File: config.mk
export PLATFORM = sky130hd
export DESIGN_NAME = control_sequencer_flat
export DESIGN_NICKNAME = d
export VERILOG_FILES = /design/src/rtl/control_sequencer_if.sv /design/src/rtl/control_sequencer.sv /design/src/flat_wrapper.sv
export SDC_FILE = /design/constraint.sdc
export NUM_CORES = 1
export LEC_CHECK = 0
export BUFFER_PORTS_ARGS = -buffer_cell sky130_fd_sc_hd__buf_2
export CAP_MARGIN = 20
export CELL_PAD_IN_SITES_DETAIL_PLACEMENT = 0
export CELL_PAD_IN_SITES_GLOBAL_PLACEMENT = 1
export CORE_MARGIN = 2
export CORE_UTILIZATION = 24
export CTS_CLUSTER_SIZE = 20
export DETAILED_ROUTE_END_ITERATION = 10
export PLACE_DENSITY = 0.86
export SLEW_MARGIN = 0
export SYNTH_ARGS = -nofsm -noshare
export SYNTH_HDL_FRONTEND = slang
export SYNTH_SLANG_ARGS = --single-unit
export TNS_END_PERCENT = 20
File: constraint.sdc
create_clock -name clock -period 1.86 [get_ports clock]
set_input_delay 0.279 -clock clock [delete_from_list [all_inputs] [get_ports clock]]
set_output_delay 0.279 -clock clock [all_outputs]
set_load 0.05 [all_outputs]
File: src/rtl/control_sequencer_if.sv
// Bus between the control sequencer and the shared-bus datapath.
//
// Memory handshake: read/write are raised on entry to a memory wait state
// and held until the rising edge that samples mem_ready=1; they drop in the
// state that follows. mem_ready is only looked at while read or write is high.
interface control_sequencer_if;
    logic [31:0] ir;
    logic        mem_ready;
    logic [15:0] reg_out;
    logic [15:0] reg_in;
    logic        PCout;
    logic        Zlowout;
    logic        MDRout;
    logic        Cout;
    logic        HIout;
    logic        LOout;
    logic        Zhighout;
    logic        In_Portout;
    logic        PCin;
    logic        IRin;
    logic        MARin;
    logic        MDRin;
    logic        Yin;
    logic        Zin;
    logic        IncPC;
    logic        read;
    logic        write;
    logic [4:0]  alu_op;
    logic        run;

    // Sequencer side: consumes ir/mem_ready, drives every strobe.
    modport master (
        input  ir, mem_ready,
        output reg_out, reg_in, PCout, Zlowout, MDRout, Cout,
               HIout, LOout, Zhighout, In_Portout,
               PCin, IRin, MARin, MDRin, Yin, Zin, IncPC,
               read, write, alu_op, run
    );

    // Datapath/memory side.
    modport slave (
        output ir, mem_ready,
        input  reg_out, reg_in, PCout, Zlowout, MDRout, Cout,
               HIout, LOout, Zhighout, In_Portout,
               PCin, IRin, MARin, MDRin, Yin, Zin, IncPC,
               read, write, alu_op, run
    );
endinterface

File: src/rtl/control_sequencer.sv
// Multi-cycle control unit for the 32-bit shared-bus datapath.
// Fetch runs T0..T2, execute T3..T7. All strobes are Moore decodes of the
// current state plus ir fields, so an asynchronous reset of the state
// register clears every output immediately.
module control_sequencer (
    input  logic                       clock,
    input  logic                       reset_n,
    control_sequencer_if.master        bus,
    output logic [3:0]                 dbg_state_o
);
    typedef enum logic [3:0] {
        S_RST  = 4'd0,
        S_T0   = 4'd1,
        S_T1   = 4'd2,
        S_T2   = 4'd3,
        S_T3   = 4'd4,
        S_T4   = 4'd5,
        S_T5   = 4'd6,
        S_T6   = 4'd7,
        S_T7   = 4'd8,
        S_HALT = 4'd9
    } state_e;

    localparam logic [4:0] OP_LD   = 5'b00000;
    localparam logic [4:0] OP_ST   = 5'b00010;
    localparam logic [4:0] OP_ADD  = 5'b00011;
    localparam logic [4:0] OP_SUB  = 5'b00100;
    localparam logic [4:0] OP_AND  = 5'b00101;
    localparam logic [4:0] OP_OR   = 5'b00110;
    localparam logic [4:0] OP_ADDI = 5'b01100;
    localparam logic [4:0] OP_HALT = 5'b11011;

    state_e state_q, state_d;

    logic [4:0]  opcode;
    logic [15:0] ra_oh, rb_oh, rc_oh;
    logic        is_alu, is_addi, is_ld, is_st, is_halt, is_mem, has_exec;
    logic        unused_ir_bits;

    // Field extraction and register one-hot decode, purely combinational.
    assign opcode   = bus.ir[31:27];
    assign ra_oh    = 16'b1 << bus.ir[26:23];
    assign rb_oh    = 16'b1 << bus.ir[22:19];
    assign rc_oh    = 16'b1 << bus.ir[18:15];
    assign unused_ir_bits = ^bus.ir[14:0];

    assign is_alu   = (opcode == OP_ADD) || (opcode == OP_SUB) ||
                      (opcode == OP_AND) || (opcode == OP_OR);
    assign is_addi  = (opcode == OP_ADDI);
    assign is_ld    = (opcode == OP_LD);
    assign is_st    = (opcode == OP_ST);
    assign is_halt  = (opcode == OP_HALT);
    assign is_mem   = is_ld || is_st;
    // Anything that is not one of these falls through T3 as a nop.
    assign has_exec = is_alu || is_addi || is_mem;

    // Strobes this block never uses.
    assign bus.HIout      = 1'b0;
    assign bus.LOout      = 1'b0;
    assign bus.Zhighout   = 1'b0;
    assign bus.In_Portout = 1'b0;

    assign dbg_state_o = state_q;

    // State register; reset forces RST, which decodes to all-zero outputs.
    always_ff @(posedge clock or negedge reset_n) begin
        if (!reset_n) state_q <= S_RST;
        else          state_q <= state_d;
    end

    // Next-state and Moore strobe decode.
    always_comb begin
        state_d      = state_q;
        bus.reg_out  = '0;
        bus.reg_in   = '0;
        bus.PCout    = 1'b0;
        bus.Zlowout  = 1'b0;
        bus.MDRout   = 1'b0;
        bus.Cout     = 1'b0;
        bus.PCin     = 1'b0;
        bus.IRin     = 1'b0;
        bus.MARin    = 1'b0;
        bus.MDRin    = 1'b0;
        bus.Yin      = 1'b0;
        bus.Zin      = 1'b0;
        bus.IncPC    = 1'b0;
        bus.read     = 1'b0;
        bus.write    = 1'b0;
        bus.alu_op   = '0;
        bus.run      = 1'b0;
        case (state_q)
            S_RST: state_d = S_T0;
            S_T0: begin
                bus.run   = 1'b1;
                bus.PCout = 1'b1;
                bus.MARin = 1'b1;
                bus.IncPC = 1'b1;
                bus.Zin   = 1'b1;
                state_d   = S_T1;
            end
            S_T1: begin
                // Re-latching PC/MDR while stalled is harmless.
                bus.run     = 1'b1;
                bus.Zlowout = 1'b1;
                bus.PCin    = 1'b1;
                bus.read    = 1'b1;
                bus.MDRin   = 1'b1;
                if (bus.mem_ready) state_d = S_T2;
            end
            S_T2: begin
                bus.run    = 1'b1;
                bus.MDRout = 1'b1;
                bus.IRin   = 1'b1;
                state_d    = S_T3;
            end
            S_T3: begin
                bus.run = 1'b1;
                if (is_halt) begin
                    state_d = S_HALT;
                end else if (has_exec) begin
                    bus.reg_out = rb_oh;
                    bus.Yin     = 1'b1;
                    state_d     = S_T4;
                end else begin
                    state_d = S_T0;
                end
            end
            S_T4: begin
                bus.run = 1'b1;
                bus.Zin = 1'b1;
                if (is_alu) begin
                    bus.reg_out = rc_oh;
                    bus.alu_op  = opcode;
                end else begin
                    // addi, ld and st all form Rb + constant.
                    bus.Cout   = 1'b1;
                    bus.alu_op = OP_ADD;
                end
                state_d = S_T5;
            end
            S_T5: begin
                bus.run     = 1'b1;
                bus.Zlowout = 1'b1;
                if (is_mem) begin
                    bus.MARin = 1'b1;
                    state_d   = S_T6;
                end else begin
                    bus.reg_in = ra_oh;
                    state_d    = S_T0;
                end
            end
            S_T6: begin
                bus.run   = 1'b1;
                bus.MDRin = 1'b1;
                if (is_ld) begin
                    bus.read = 1'b1;
                    if (bus.mem_ready) state_d = S_T7;
                end else begin
                    bus.reg_out = ra_oh;
                    state_d     = S_T7;
                end
            end
            S_T7: begin
                bus.run = 1'b1;
                if (is_ld) begin
                    bus.MDRout = 1'b1;
                    bus.reg_in = ra_oh;
                    state_d    = S_T0;
                end else begin
                    bus.write = 1'b1;
                    if (bus.mem_ready) state_d = S_T0;
                end
            end
            S_HALT: state_d = S_HALT;
            default: state_d = S_RST;
        endcase
    end
endmodule
File: src/flat_wrapper.sv
// flat-port wrapper written by rule: the top's interface ports become plain ports
module control_sequencer_flat 
  (clock, reset_n, dbg_state_o, bus_ir, bus_mem_ready, bus_reg_out, bus_reg_in, bus_PCout, bus_Zlowout, bus_MDRout, bus_Cout, bus_HIout, bus_LOout, bus_Zhighout, bus_In_Portout, bus_PCin, bus_IRin, bus_MARin, bus_MDRin, bus_Yin, bus_Zin, bus_IncPC, bus_read, bus_write, bus_alu_op, bus_run);
  control_sequencer_if bus_i ();
  input  logic clock;
  input  logic reset_n;
  output logic [3:0] dbg_state_o;
  input wire logic [$bits(bus_i.ir)-1:0] bus_ir;
  input wire logic [$bits(bus_i.mem_ready)-1:0] bus_mem_ready;
  output wire logic [$bits(bus_i.reg_out)-1:0] bus_reg_out;
  output wire logic [$bits(bus_i.reg_in)-1:0] bus_reg_in;
  output wire logic [$bits(bus_i.PCout)-1:0] bus_PCout;
  output wire logic [$bits(bus_i.Zlowout)-1:0] bus_Zlowout;
  output wire logic [$bits(bus_i.MDRout)-1:0] bus_MDRout;
  output wire logic [$bits(bus_i.Cout)-1:0] bus_Cout;
  output wire logic [$bits(bus_i.HIout)-1:0] bus_HIout;
  output wire logic [$bits(bus_i.LOout)-1:0] bus_LOout;
  output wire logic [$bits(bus_i.Zhighout)-1:0] bus_Zhighout;
  output wire logic [$bits(bus_i.In_Portout)-1:0] bus_In_Portout;
  output wire logic [$bits(bus_i.PCin)-1:0] bus_PCin;
  output wire logic [$bits(bus_i.IRin)-1:0] bus_IRin;
  output wire logic [$bits(bus_i.MARin)-1:0] bus_MARin;
  output wire logic [$bits(bus_i.MDRin)-1:0] bus_MDRin;
  output wire logic [$bits(bus_i.Yin)-1:0] bus_Yin;
  output wire logic [$bits(bus_i.Zin)-1:0] bus_Zin;
  output wire logic [$bits(bus_i.IncPC)-1:0] bus_IncPC;
  output wire logic [$bits(bus_i.read)-1:0] bus_read;
  output wire logic [$bits(bus_i.write)-1:0] bus_write;
  output wire logic [$bits(bus_i.alu_op)-1:0] bus_alu_op;
  output wire logic [$bits(bus_i.run)-1:0] bus_run;
  assign bus_i.ir = bus_ir;
  assign bus_i.mem_ready = bus_mem_ready;
  assign bus_reg_out = bus_i.reg_out;
  assign bus_reg_in = bus_i.reg_in;
  assign bus_PCout = bus_i.PCout;
  assign bus_Zlowout = bus_i.Zlowout;
  assign bus_MDRout = bus_i.MDRout;
  assign bus_Cout = bus_i.Cout;
  assign bus_HIout = bus_i.HIout;
  assign bus_LOout = bus_i.LOout;
  assign bus_Zhighout = bus_i.Zhighout;
  assign bus_In_Portout = bus_i.In_Portout;
  assign bus_PCin = bus_i.PCin;
  assign bus_IRin = bus_i.IRin;
  assign bus_MARin = bus_i.MARin;
  assign bus_MDRin = bus_i.MDRin;
  assign bus_Yin = bus_i.Yin;
  assign bus_Zin = bus_i.Zin;
  assign bus_IncPC = bus_i.IncPC;
  assign bus_read = bus_i.read;
  assign bus_write = bus_i.write;
  assign bus_alu_op = bus_i.alu_op;
  assign bus_run = bus_i.run;
  control_sequencer u_core (.clock(clock), .reset_n(reset_n), .bus(bus_i), .dbg_state_o(dbg_state_o));
endmodule
==> results.json <==
{
  "outcome": "finished, violations left",
  "violations": "setup timing",
  "netlist_area_mm2": 0.00128,
  "drv_cap": 0,
  "reg2reg_slack_ps": 130,
  "clk_pin_slew_worst_paths_ps": 30,
  "rsz0062_at_grt": "true",
  "skew_ps": 1.06,
  "cts-root-buf": "clkbuf_8",
  "cpPeakStageDelay_ps": 410,
  "num_io_pins": 94,
  "min_period_ps": 2220,
  "utilization_pct": 57.6,
  "r2r-end": "u_core.dbg_state_o[1]$_DFFE_PN0P_",
  "grt_max_degree": 11,
  "initial_utilization_pct": 25.0,
  "synth_seq_cells": 4,
  "synth_warnings": 0,
  "worst_slack_ps": -356,
  "crit_type": "flip-flop to primary output",
  "cts_buffers": 3,
  "crit_path_end_kind": "primary output",
  "fin_crit_sh_pct": 119,
  "yosys.area.top_type": "o22a_1",
  "htreeDepth": 1,
  "grt_usage_pct": 18.5,
  "crit_buf_inv": 4,
  "synth_top_area_share_pct": 9.55,
  "required_ps": 1580,
  "crit_fanout": 10,
  "n_antenna_cell": 0,
  "total_power_mw": 2.73,
  "viasPerCell": 5.12,
  "timing.fmax_mhz": 451,
  "start_kind": "flip-flop",
  "arrival_ps": 1940,
  "synth_area_per_cell_um2": 6.90,
  "die_h_um": 77.1,
  "cpLargestDelayFamily": "buffers and inverters",
  "grt_pass1_wl_um": 9090,
  "largest_reg_flops": 4,
  "wl_um": 5550,
  "grt-ovfl-total": 0,
  "cts.path.max_buffers": 2,
  "setup_viol": 40,
  "dr_total_vias": 1884,
  "cp-startpoint": "u_core.dbg_state_o[0]$_DFFE_PN0P_",
  "dp_hpwl_um": 4100,
  "tns_ps": -10940,
  "hp-class": "primary input to asynchronous set/reset pin",
  "ys_types": 51,
  "areaGrowthSynthToFinish_pct": 131,
  "layout_common_cells": "buf_6, buf_4, buf_2, o22a_1, nand2b_1",
  "path_cells": "buf_6 > nor4_4 > o21ai_4 > buf_12 > buf_12 > o31ai_4 > buf_6",
  "die_w_um": 77.1,
  "wl_per_cell_um": 15.1,
  "hold_viol": 0,
  "ir_worst_vdd_mv": 0.800,
  "drt_first_iter_violations": 154,
  "synth-edff-count": 0,
  "io_buffer_count": 72,
  "antenna_left": 0,
  "cts_tree": "done",
  "slew_viol_final": 0,
  "synthFlopType": "dfrtp_1",
  "drive_above_1_share_pct": 65.1,
  "synth_cells": 186,
  "clock_latency_ps": 220,
  "firstDrtPassIters": 4,
  "die_area_mm2": 0.00595,
  "p_leak_nw": 1.28,
  "antenna_found_initial": 0,
  "ys_seq_area_share_pct": 7.80,
  "worstRegToRegCells": 6,
  "cp_slowest_cell": "dfrtp_2",
  "gp_congestion": 0.876,
  "first_global_vias": 1900,
  "async_reset_ff_share_pct": 100,
  "r2r-start": "u_core.dbg_state_o[0]$_DFFE_PN0P_",
  "core_area_mm2": 0.00514,
  "nets": 335,
  "clock-sinks": 4,
  "p_per_area_mw_per_mm2": 921,
  "synthTopCellsByArea": "o22a_1, dfrtp_1, nand2b_1",
  "drc": 0,
  "layout_commonest_cell": "buf_6",
  "rows": 26
}
## final cells by class
class / count / area, um2
clock buffer: 3 / 41.3
sequential: 4 / 105
tap: 70 / 87.6
fill: 469 / 2180
inverter: 7 / 28.8
timing repair buffer: 123 / 1090
multi-input combinational: 161 / 1610
## layer usage
metal / track usage, % / part of all wire, % / wire length, um / vias up
met3: 2.47 / 4.7 / 259 / 8
met4: 3.39 / 1.3 / 72 / 0
met5: 0 / 0 / 0 / -
met2: 34.5 / 53 / 2920 / 67
li1: - / - / - / 927
met1: 22.7 / 41 / 2300 / 882
## cell families (layout without fill, tap and decap cells)
logic type / count (synthesis) / after routing / share of synthesized area (%)
AO/OA/AOI/OAI: 61 / 61 / 38.8
XOR/XNOR: 2 / 2 / 1.36
buffers and inverters: 26 / 133 / 10.7
flip-flops: 4 / 4 / 7.80
other: 1 / 6 / 0.292
AND/OR/NAND/NOR: 92 / 92 / 41.0
## power by group
part	total, mW	switching [mW]	internal, mW
combinational	2.37	1.50	0.868
sequential	0.174	0.0398	0.135
clock	0.185	0.0471	0.138
## how the worst max path moves through the flow
stage / endpoint / slack (ps) / cells past startpoint
floorplan: bus_reg_in[2] / -550 / 5
global placement: bus_reg_in[2] / -370 / 7
detailed placement: bus_reg_in[2] / -390 / 7
CTS: bus_reg_out[11] / -340 / 7
global route: bus_reg_in[2] / -430 / 6
finish: bus_reg_out[12] / -360 / 7
## metrics by stage
| stage | worst slack (ps) | cell area, um2 | std cells | hold slack, ps |
|---|---|---|---|---|
| 6_report | -356 | 2960 | 368 | 404 |
| 5_1_grt | -431 | 2960 | 368 | 420 |
| 4_1_cts | -344 | 2860 | 366 | 396 |
| 3_5_place_dp | -385 | 2330 | 355 | 89.2 |
| 3_3_place_gp | -373 | 2330 | 355 | 84.3 |
| 2_1_floorplan | -553 | 1680 | 191 | -16.6 |
## synth_stat cells (2+ instances only)
library cell / n
o21a_1: 2
o41ai_1: 5
nand2_1: 11
dfrtp_1: 4
o21ai_0: 4
o21ai_2: 3
or4_1: 2
or2_2: 4
nor3_2: 4
o2111ai_1: 4
o211ai_1: 2
nor2b_1: 5
nand2b_1: 15
and3_1: 2
nand3_1: 4
a21boi_0: 2
o311ai_0: 2
o22a_1: 14
buf_4: 7
a21oi_1: 3
nor3_1: 9
nor4_1: 2
nand4_1: 2
xnor2_1: 2
buf_2: 5
o2111ai_2: 2
clkbuf_1: 5
nor2_1: 22
and4b_1: 2
and2_1: 2
o31ai_1: 7
inv_1: 7
a21o_1: 2
## what timing repair did
| action | 4_1_cts | 5_1_grt |
|---|---|---|
| endpoints found under the setup margin | 43 | 45 |
| pin swaps | 25 | 8 |
| gates resized for setup | 109 | 19 |
| hold buffers | 1 | 0 |
| buffers inserted | 7 | 2 |
| hold endpoints to repair | 4 | 0 |
No activity file was read; power rests on OpenSTA's default activity.
